[src/rtl/usr_pkg.sv]
// Shared definitions for the universal shift register: the mode select width
// and its named encodings.
package usr_pkg;

  localparam int USR_MODE_W = 3;

  typedef enum logic [USR_MODE_W-1:0] {
    MODE_HOLD  = 3'b000,
    MODE_SHR   = 3'b001,
    MODE_SHL   = 3'b010,
    MODE_ROR   = 3'b011,
    MODE_ROL   = 3'b100,
    MODE_LOAD  = 3'b101,
    MODE_CNTUP = 3'b110,
    MODE_CNTDN = 3'b111
  } usr_mode_e;

endpackage : usr_pkg

[src/rtl/univ_shift_reg.sv]
// WIDTH-bit universal register: hold, shift, rotate, load and count modes with
// serial cascade ports and a registered counter-wrap pulse.
module univ_shift_reg
  import usr_pkg::*;
#(
  parameter int          WIDTH     = 8,
  parameter logic [63:0] RESET_VAL = 64'd0
) (
  input  logic                  clk_in,
  input  logic                  rst_n_in,
  input  logic                  en_in,
  input  logic [USR_MODE_W-1:0] mode_in,
  input  logic [WIDTH-1:0]      d_in,
  input  logic                  ser_msb_in,
  input  logic                  ser_lsb_in,
  output logic [WIDTH-1:0]      q_out,
  output logic                  ser_msb_out,
  output logic                  ser_lsb_out,
  output logic                  wrap_out
);

  generate
    if (WIDTH < 1 || WIDTH > 64) begin : g_bad_width
      $error("univ_shift_reg: WIDTH must be in 1..64");
    end
  endgenerate

  localparam logic [WIDTH-1:0] RST_Q = RESET_VAL[WIDTH-1:0];

  logic [WIDTH-1:0] q;
  logic [WIDTH-1:0] q_nxt;
  logic             wrap_q;
  logic             wrap_nxt;

  // Shift-based forms stay legal at WIDTH=1, where part-selects like
  // q[WIDTH-2:0] would be reversed; there they reduce to the serial bit or hold.
  logic [WIDTH-1:0] shr_val, shl_val, ror_val, rol_val;

  always_comb begin
    shr_val = (q >> 1) | (WIDTH'(ser_msb_in) << (WIDTH - 1));
    shl_val = (q << 1) | WIDTH'(ser_lsb_in);
    ror_val = (q >> 1) | (WIDTH'(q[0]) << (WIDTH - 1));
    rol_val = (q << 1) | WIDTH'(q[WIDTH-1]);
  end

  // NOTE: every output of a combinational block gets a default first so no
  // path through the case leaves it unassigned and infers a latch.
  always_comb begin
    q_nxt    = q;
    wrap_nxt = 1'b0;
    case (usr_mode_e'(mode_in))
      MODE_HOLD:  q_nxt = q;
      MODE_SHR:   q_nxt = shr_val;
      MODE_SHL:   q_nxt = shl_val;
      MODE_ROR:   q_nxt = ror_val;
      MODE_ROL:   q_nxt = rol_val;
      MODE_LOAD:  q_nxt = d_in;
      MODE_CNTUP: begin
        q_nxt    = q + 1'b1;
        wrap_nxt = &q;
      end
      MODE_CNTDN: begin
        q_nxt    = q - 1'b1;
        wrap_nxt = ~|q;
      end
      default:    q_nxt = q;
    endcase
  end

  // NOTE: sequential state uses non-blocking assignments; reset is sampled on
  // the clock edge, so it sits inside the clocked block, not in the sensitivity list.
  always_ff @(posedge clk_in) begin
    if (!rst_n_in) begin
      q      <= RST_Q;
      wrap_q <= 1'b0;
    end else if (!en_in) begin
      wrap_q <= 1'b0;
    end else begin
      q      <= q_nxt;
      wrap_q <= wrap_nxt;
    end
  end

  assign q_out       = q;
  assign ser_msb_out = q[WIDTH-1];
  assign ser_lsb_out = q[0];
  assign wrap_out    = wrap_q;

endmodule : univ_shift_reg

[config.mk]
export PLATFORM = sky130hd
export DESIGN_NAME = univ_shift_reg
export DESIGN_NICKNAME = d
export VERILOG_FILES = /design/src/rtl/usr_pkg.sv /design/src/rtl/univ_shift_reg.sv
export SDC_FILE = /design/constraint.sdc
export NUM_CORES = 1
export LEC_CHECK = 0
export ABC_AREA = 1
export BUFFER_PORTS_ARGS = -buffer_cell sky130_fd_sc_hd__buf_2
export CAP_MARGIN = 20
export CORE_ASPECT_RATIO = 1.75
export CORE_MARGIN = 2
export CORE_UTILIZATION = 43
export DETAILED_ROUTE_END_ITERATION = 16
export PLACE_DENSITY_LB_ADDON = 0.1
export RECOVER_POWER = 100
export REMOVE_ABC_BUFFERS = 1
export SETUP_SLACK_MARGIN = 0.4
export SLEW_MARGIN = 20
export SYNTH_ARGS = -nofsm -noshare
export SYNTH_HDL_FRONTEND = slang
export SYNTH_SLANG_ARGS = --single-unit
[constraint.sdc]
create_clock -name clk_in -period 6 [get_ports clk_in]
set_input_delay 1.8 -clock clk_in [delete_from_list [all_inputs] [get_ports clk_in]]
set_output_delay 1.8 -clock clk_in [all_outputs]
set_load 0.01 [all_outputs]
# After elaboration in Yosys (flattened, before gate mapping)
# Index checks and enable logic that the tools add are counted.
dict set report totals {
  register_bits 9
  output_inout_bits 11
  wordCells 24
}
dict set report op_classes {
  n_addsub 2
  n_eq_ne 7
  muxes 2
  n_bitwise 5
  n_reduce_logical 6
}
# operator n
set ops {}
lappend ops {{$pmux 8 s7} 1}
lappend ops {{$or 7x8->8} 2}
lappend ops {{$or 8x1->8} 2}
lappend ops {{$eq 3x3->1 const B} 4}
lappend ops {{$add 8x1->8 const B} 1}
lappend ops {{$reduce_and 8->1} 1}
lappend ops {{$reduce_or 8->1} 1}
lappend ops {{$sub 8x1->8 const B} 1}
lappend ops {{$eq 3x2->1 const B} 2}
lappend ops {{$reduce_and 2->1} 2}
lappend ops {{$eq 3x1->1 const B} 1}
lappend ops {{$logic_not 3->1} 1}
lappend ops {{$pmux 1 s2} 1}
lappend ops {{$logic_not 1->1} 1}
lappend ops {{$not 1->1} 1}

# Longest topological paths before layout
# Gate-level depths: netlist of the first run.
dict set report logic_depth {
  depth_word 3
  ltp_mapped 16
  mapped_depth_nobuf 15
}

# Worst setup path before layout of the first run
# No wires, ideal clock.
dict set report synth_path {
  path_kind {input to register}
  start {input port mode_in[2]}
  end {register q[6] (netlist: q_out[6])}
  setup_ns 0.070
  t_arrival_ns 3.114
  required_ns 5.930
  setup_slack_ns 2.816
  cell_stages 13
  cell_sequence {buf_6 > inv_4 > nor2_4 > ha_1 > inv_1 > o21ai_0 > nor2_1 > nand2_1 > nand2_1 > nand3_1 > nand2_1 > nand2_1 > a21oi_1}
}
dict set report synth_via {
  elab_chain_cells 3
}
# item line_no
set synth_lines {}
lappend synth_lines {{from (decl)} univ_shift_reg.sv:12} ;# input logic [USR_MODE_W-1:0] mode_in,
lappend synth_lines {{parallel branches: the longest is 3 deep, another holds $pmux 8 s7} --}
lappend synth_lines {{to (signal assigned)} univ_shift_reg.sv:79} ;# q <= q_nxt;
lappend synth_lines {{to (decl)} univ_shift_reg.sv:30} ;# logic [WIDTH-1:0] q;
# Several ways; the timed one is not identified.
# A chain may end at the register's enable or synchronous reset.

# Final worst setup path of the first run
dict set report layout_path {
  start {input port mode_in[1]}
  end {register q[6] (netlist: q_out[6])}
}
# The elaborated chain is that of the path after synthesis.

==> out/results.ini, run 1 <==
[layout]
area_growth_pct = 10.9
drive_gt1_share_pct = 17.4
diodes = 0
regArea_um2 = 180
final_nets = 215
nFillCells = 261
multi_input_area_um2 = 711
final_util_pct = 50.7

[logic_synthesis]
seq_area_frac_synth_pct = 16.9
synthAdderAreaFrac_pct = 3.52
synth_flop_cell = dfxtp_1
synth_top_area_share_pct = 16.9
async_flop_share_pct = 0
yosysUniqueCellTypes = 33
synthCells = 171
synth-compound-area-share_pct = 18.7
synth_edf_count = 0
synthesis.area_mm2 = 0.00107
synth_mux_area_share_pct = 0
synth_common_cells = nand2_1 (42), inv_1 (24), a21oi_1 (16)
ys_warn_count = 0
synth_most_common_cell = nand2_1
synth_top_area_cell = dfxtp_1
ys_ff_latch = 9
synth.avg_cell_area_um2 = 6.23
synth_top_family_by_area = simple AND/OR/NAND/NOR gates
synth_xor_area_share_pct = 0.822
yosys.area_share.simple_pct = 45.7
synth_area_leaders = dfxtp_1 (17%), nand2_1 (15%), inv_1 (8.5%), a21oi_1 (7.5%), nand3_1 (5.6%)

[clock_tree]
clkLatencyLatePin_ns = 0.24
cts_max_path_buffers = 2
htree_levels = 1
post_cts_resized = 0
clock_sinks = 9
cts_tree = yes
post_cts_buffers = 0
cts_root_buffer = clkbuf_8
hold_buffers = 0
cts_buffers = 3
path_clk_slew_ns = 0.04

[worst_setup_path]
cp-end-kind = flip-flop
reg2reg_slack_ns = 4.29
startpoint = mode_in[1]
reg2reg_to = q_out[6]
path_class = in -> reg
worstSetupStartpointType = primary input
cp.arrival_ns = 3.80
reg2regPathDepth = 13
critical_path_required_ns = 6.17
crit_fanout = 8
r2r_start = q_out[1]

[outcome]
status = finished, final reports clean

[place]
io_buffers = 26
dp_hpwl_um = 2450
place.gp.congestion = 0.864

[pwr]
p_leak_nw = 0.570
ir_drop_v = 0.000122
power.density_mw_per_mm2 = 175

[die]
start_util_pct = 45.7
die_height_um = 69.9
dieWidth_um = 41.6
core_mm2 = 0.00233
io-pin-count = 27
die_area_mm2 = 0.00291
fp-row-count = 23

[timing]
drv_slew = 0
hold_violations = 0
timing.final.crit_share_pct = 60.6
setup_viol = 0
tightest_slew_ns = 0.602
skew_ns = 0.00120
relSlewSlack_pct = 59.7
clock.fmax_mhz = 275
fin_setup_tns_ns = 0
finalCriticalPeriod_ns = 3.63
rsz0062_at_grt = no

[grt]
antenna_found_initial = 0
grt_pass1_wl_um = 5130
grt_max_degree = 12
grt_pass1_vias = 1213
grt_overflow = 0
grt_use_total_pct = 22.5

[route]
detail_route.wl_per_cell_um = 13.9
drt-vias-per-instance = 5.50
vias = 1209
drc = 0
drtAntennaViolNets = 0
drtIter0Drc = 26
first_pass_iters = 4
routed_wl_um = 3050

[hold_path]
holdPathStages = 2
hold_path_end = q_out[2]
hold_class = reg -> reg
hold_start = q_out[2]

[run]
drv_cap = 0

## power breakdown
part	switching (W)	total, W	internal, W
Sequential	0.00000710	0.0000709	0.0000638
Combinational	0.0000417	0.0000651	0.0000234
Clock	0.0000250	0.0000714	0.0000464
## critical path: stages
cell and delay, ns:
clkbuf_1 0.32, nand2_2 0.11, nor2_1 0.36, nand2_1 0.18, nand2_1 0.10, inv_1 0.04
ha_1 0.16, inv_1 0.06, nand2_1 0.09, nand3_1 0.15, nand2_1 0.07, nand2_1 0.06
nand3_1 0.07, nand2_1 0.07, nand2_1 0.06, a21oi_1 0.11
## flip-flops by register name, indices dropped and copies added, names as in the netlist
register	cells
q_out	8
wrap_out	1
## per-layer routing
layer | wire, µm | vias up | track usage (%)
met3 | 124 | 11 | 1.81
met2 | 1590 | 36 | 38.2
met4 | 121 | 0 | 17.6
met5 | 0 | - | 0
li1 | - | 623 | -
met1 | 1210 | 539 | 24.7
## placed cells by master (no fill, tap or decap), drive strengths merged
cell type,instances
nand2,51
inv,26
a21oi,17
nand3,17
clkbuf,16
nor2,15
buf,14
dfxtp,9
nand4,7
a221oi,3
nor3,3
ha,3
o21ai,3
a22oi,2
o211ai,2
a31oi,1
o221ai,1
o21bai,1
xor2,1
nand3b,1
a211oi,1
o2111ai,1
## stage by stage
stage	setup slack [ns]	instance area, µm²	power [W]	hold WS, ns	instances
after floorplan	2.96	1010	0.000115	0.539	165
after global placement	2.54	1170	0.000138	0.526	216
after detailed placement	2.45	1170	0.000139	0.544	216
after CTS	2.71	1220	0.000212	0.551	220
after global routing	2.05	1180	0.000220	0.582	220
final	2.37	1180	0.000207	0.557	220
## cell families (layout without fill, tap and decap cells)
group	count (synthesis)	count (layout)
simple gates	94	94
compound gates	32	32
buf+inv	32	56
flops	9	9
fa+ha+maj	3	3
xor+xnor	1	1
## final cells by class
cell class / instances / area share [%]
clock buffer: 4 / 3.81
inverter: 26 / 8.47
timing repair buffer: 26 / 9.74
sequential: 9 / 15.2
tap: 25 / 2.65
multi-input combinational: 130 / 60.1
## worst max path at each step
stage	end
after floorplan	q_out[6]
after global placement	q_out[6]
after detailed placement	q_out[6]
after CTS	q_out[6]
after global routing	q_out[6]
final	q_out[6]
(Power assumes the default switching activity.)
==> run 2, diff against run 1 <==
- ABC_AREA: 1 -> 0
- clock period: 6 -> 3.6 ns (I/O delays scaled with it)
==> run 2 against run 1 <==
Hold slack gained 0.052 ns. Count of clock-buffer cells in the layout stayed put. Global-route usage up 4.1 points. Routed wire length about the same. Die area is 4.0% lower.
==> out/results.ini, run 2 <==
[outcome]
status = finished, final reports clean

[worst_setup_path]
cpLargestDelayFamily = compound AO/OA/AOI/OAI gates
slowest_delay_ns = 0.34
r2r_start = q_out[1]
crit_slowest_cell = a221o_1
crit_fanout = 7
reg2regPathDepth = 8
cp-end-kind = flip-flop
critical_path_required_ns = 3.73
worst-path-buf-inv = 2
worstSetupStartpointType = primary input
reg2reg_slack_ns = 1.49
cp.arrival_ns = 2.91
path_cells = clkbuf_1, nand3_1, inv_1, xnor2_1, ha_1, nor3_1, nand2_1, o22ai_1, o21bai_1, a221o_1
reg2reg_to = q_out[4]
path_class = in -> reg

[timing]
clock.fmax_mhz = 359
setup_viol = 0
skew_ns = 0.00745
finalCriticalPeriod_ns = 2.78
fin_setup_tns_ns = 0
rsz0062_at_grt = no
hold_violations = 0
tightest_slew_ns = 0.588
drv_slew = 0
relSlewSlack_pct = 60.5
timing.final.crit_share_pct = 77.3

[layout]
multi_input_area_um2 = 757
drive_gt1_share_pct = 13.1
layout_common_cells = nand2_1 (22), a21oi_1 (14), buf_2 (14)
final_nets = 188
largest_register_ff_count = 8
regArea_um2 = 180
nFillCells = 241
final_common_cell = nand2_1
diodes = 0
final_util_pct = 51.1
area_growth_pct = 14.0

[grt]
grt_max_degree = 26
use_met2_pct = 43.4
use_met3_pct = 2.92
grt_pass1_vias = 1091
grt_pass1_wl_um = 5090
grt_use_total_pct = 26.5
grt_util_met1_pct = 33.7
gr-max-usage-layer = met2
grt_overflow = 0
antenna_found_initial = 0

[pwr]
power.density_mw_per_mm2 = 316
ir_drop_v = 0.000154
p_leak_nw = 0.445
total_power_w = 0.000367

[clock_tree]
clkLatencyLatePin_ns = 0.24
hold_buffers = 0
cts_tree = yes
clock_sinks = 9
post_cts_resized = 0
cts_buffers = 3
cts_max_path_buffers = 2
path_clk_slew_ns = 0.05
cts_root_buffer = clkbuf_8
htree_levels = 1
post_cts_buffers = 0

[logic_synthesis]
synth_top_area_share_pct = 17.7
synth_flop_cell = dfxtp_1
ys_warn_count = 0
async_flop_share_pct = 0
synth.avg_cell_area_um2 = 6.94
ys_ff_latch = 9
synth_top_area_cell = dfxtp_1
synthCells = 147
synth_area_leaders = dfxtp_1 (18%), nand2_1 (8.1%), a21oi_1 (6.9%), o21ai_0 (4.4%), buf_2 (3.9%)
synthesis.area_mm2 = 0.00102
synth_common_cells = nand2_1 (22), a21oi_1 (14), dfxtp_1 (9), o21ai_0 (9)
synth_edf_count = 0
seq_area_frac_synth_pct = 17.7
synth_most_common_cell = nand2_1
yosysUniqueCellTypes = 46

[hold_path]
hold_path_end = q_out[0]
hold_class = reg -> reg
holdPathStages = 2
hold_start = q_out[0]

[route]
drc = 0
routed_wl_um = 3050
vias = 1172
drtIter0Drc = 36
detail_route.wl_per_cell_um = 15.8
drtAntennaViolNets = 0
drt-vias-per-instance = 6.07
first_pass_iters = 4

[die]
io-pin-count = 27
start_util_pct = 44.9
die_area_mm2 = 0.00279
dieWidth_um = 40.8
fp-row-count = 23
core_mm2 = 0.00227
die_height_um = 68.4

[place]
io_buffers = 26
dp_hpwl_um = 2240
place.gp.congestion = 0.865

[run]
drv_cap = 0

-- run 2: tightest hold or removal path: cells and delay by family (launching register included) --
kind,cells,cell delay (ns)
flip-flops,1,0.40
AND/OR/NAND/NOR,1,0.09
AO/OA/AOI/OAI,1,0.07
-- run 2: cells by family (layout without fill, tap and decap cells) --
group                      after synthesis  in the layout  share of synthesized area (%)
AOI/OAI and AO/OA                       50             50                           33.1
xor gates and xnor gates                 7              7                           6.01
adders and majority gates                3              3                           3.68
buffers and inverters                   15             36                           7.24
DFF                                      9              9                           17.7
muxes                                    1              1                          0.982
and+or+nand+nor                         62             62                           31.3
-- run 2: cell type report --
class | instances | area share (%)
timing repair buffer | 29 | 11.8
inverter | 3 | 0.969
multi-input combinational | 123 | 65.1
sequential | 9 | 15.5
tap | 25 | 2.69
clock buffer | 4 | 3.88
-- run 2: worst max path at each step --
stage / from / end / slack, ns / cells past startpoint
6_report: mode_in[0] / q_out[4] / 0.82 / 10
2_1_floorplan: mode_in[0] / q_out[4] / 1.01 / 9
5_1_grt: mode_in[0] / q_out[4] / 0.59 / 10
3_3_place_gp: mode_in[0] / q_out[4] / 0.79 / 10
3_5_place_dp: mode_in[0] / q_out[4] / 0.70 / 10
4_1_cts: mode_in[0] / q_out[4] / 0.96 / 10
-- run 2: power by group --
group          internal [W]  total (W)  switching [W]
registers          0.000107   0.000127      0.0000193
logic             0.0000492   0.000116      0.0000664
clock network     0.0000778   0.000125      0.0000468
total              0.000234   0.000367       0.000133
-- run 2: metrics by stage --
step                      instance area (µm²)  cells  setup slack (ns)  hold slack, ns
after CTS                                1190    193             0.957           0.612
after floorplan                           957    135              1.01           0.597
after global placement                   1140    189             0.791           0.606
final                                    1160    193             0.817           0.609
after global routing                     1160    193             0.588           0.657
after detailed placement                 1140    189             0.705           0.604
-- run 2: metal layers --
metal / vias to the layer above / wire, µm
met2: 30 / 1570
met1: 553 / 1310
met5: - / 0
li1: 583 / -
met3: 6 / 113
met4: 0 / 51
==> run 3, diff against run 2 <==
- clock period: 3.6 -> 2.82 ns (I/O delays scaled with it)
==> run 3 against run 2 <==
Clock power rose by 30%. Combinational power rose by 31%. Sequential cell count did not move. Critical path type unchanged. Critical endpoint unchanged.
==> out/results.ini, run 3 (synthesized netlist as in run 2, its figures left out) <==
[route]
dr_wl_met2_um = 1640
drtAntennaViolNets = 0
vias = 1212
detail_route.wl_per_cell_um = 16.5
drt-vias-per-instance = 6.25
first_pass_iters = 5
drc = 0
routed_wl_um = 3200
top_layer = met4
drtIter0Drc = 35
met1Wirelength_um = 1350
wl_met3_um = 129

[layout]
layout_common_cells = nand2_1 (22), a21oi_1 (14), buf_2 (14)
final_common_cell = nand2_1
drive_gt1_share_pct = 14.8
instances_no_fill = 194
final_nets = 189
area_growth_pct = 15.8
design_area_mm2 = 0.00118
multi_input_area_um2 = 768
regArea_um2 = 180
diodes = 0
nFillCells = 241
largest_register_ff_count = 8

[run]
drv_cap = 0

[place]
place.gp.congestion = 0.881
dp_hpwl_um = 2240
io_buffers = 26
dp_cells = 190
dpl_cell_area_mm2 = 0.00115

[hold_path]
hold_class = reg -> reg

[timing]
tightest_slew_ns = 0.593
relSlewSlack_pct = 60.1
drv_slew = 0
hold_violations = 0
fin_setup_tns_ns = 0
setup_viol = 0
skew_ns = 0.000683
finalCriticalPeriod_ns = 2.43
clock.fmax_mhz = 411
timing.final.crit_share_pct = 86.2
rsz0062_at_grt = no

[outcome]
status = finished, final reports clean

[clock_tree]
clkLatencyLatePin_ns = 0.24
htree_levels = 1
cts_root_buffer = clkbuf_8
path_clk_slew_ns = 0.05
cts_max_path_buffers = 2
cts_buffers = 3
post_cts_resized = 1
hold_buffers = 0
post_cts_buffers = 0
cts_tree = yes
clock_sinks = 9

[worst_setup_path]
slowest_delay_ns = 0.35
crit_slowest_cell = a221o_1
cpLargestDelayFamily = compound AO/OA/AOI/OAI gates
critical_path_required_ns = 2.95
path_cells = buf_2, nand3_1, inv_1, xnor2_1, ha_1, nor3_2, nand2_1, o22ai_2, o21bai_1, a221o_1
crit_fanout = 7
cp-end-kind = flip-flop
worst-path-buf-inv = 2
cp.arrival_ns = 2.56
path_class = in -> reg
worstSetupStartpointType = primary input

[pwr]
p_sw_w = 0.000176
p_leak_nw = 0.453
swShare_pct = 36.9
p_seq_share_pct = 34.1
internal_power_w = 0.000301
p_comb_share_pct = 31.8
p_clk_share_pct = 34.1
power.density_mw_per_mm2 = 404
ir_drop_v = 0.000203
total_power_w = 0.000477

[grt]
grt_max_degree = 26
grt_pass1_wl_um = 5000
grt_pass1_vias = 1083
grt_overflow = 0
antenna_found_initial = 0
grt_use_total_pct = 25.8

[die]
io-pin-count = 27
fp-row-count = 23
die_height_um = 68.4
core_mm2 = 0.00227
dieWidth_um = 40.8
start_util_pct = 44.9
die_area_mm2 = 0.00279

[run 3: cell count changes in the layout (fill, tap and decap cells not counted)]
cell,previous run,this run
buf_4,3,4
nor3_1,7,6
nor3_2,0,1
o22ai_1,1,0
o22ai_2,0,1
[run 3: final timing paths]
kind | from | endpoint | slack, ns | depth (start not counted)
max | mode_in[1] | q_out[4] | 0.39 | 10
min | q_out[0] | q_out[0] | 0.64 | 2
min reg2reg | q_out[0] | q_out[0] | 0.64 | 2
max reg2reg | q_out[1] | q_out[4] | 0.80 | 8
[run 3: layout make-up]
type	count	area share (%)
flip-flops and latches	9	15.3
multi-input cells	123	65.0
inverters	3	0.953
well taps	25	2.65
clock buffers	4	3.81
repair buffers	30	12.3
[run 3: tightest hold or removal path, stage by stage, from the launching register on]
cell and delay (ns):
dfxtp_1 0.42, nand2_1 0.09, a21boi_0 0.07
[run 3: per-stage QoR]
stage / setup slack [ns] / hold slack (ns) / utilization (%)
after detailed placement: 0.188 / 0.632 / 50.5
after floorplan: 0.460 / 0.597 / -
after CTS: 0.467 / 0.627 / 52.7
after global placement: 0.238 / 0.613 / 50.5
after global routing: 0.227 / 0.655 / 52.0
final: 0.388 / 0.637 / 52.0
[run 3: routing by layer]
metal | vias up | track usage [%]
met5 | - | 0
met4 | 0 | 10.8
met3 | 8 | 3.25
met2 | 40 | 42.6
met1 | 582 | 31.8
li1 | 582 | -
[run 3: power groups by stage]
stage	logic [W]	clock network [W]	registers [W]
6_report	0.000152	0.000162	0.000163
5_1_grt	0.000168	0.000167	0.000164
4_1_cts	0.000154	0.000163	0.000161
3_5_place_dp	0.000152	0	0.000164
3_3_place_gp	0.000150	0	0.000163
2_1_floorplan	0.0000871	0	0.000163
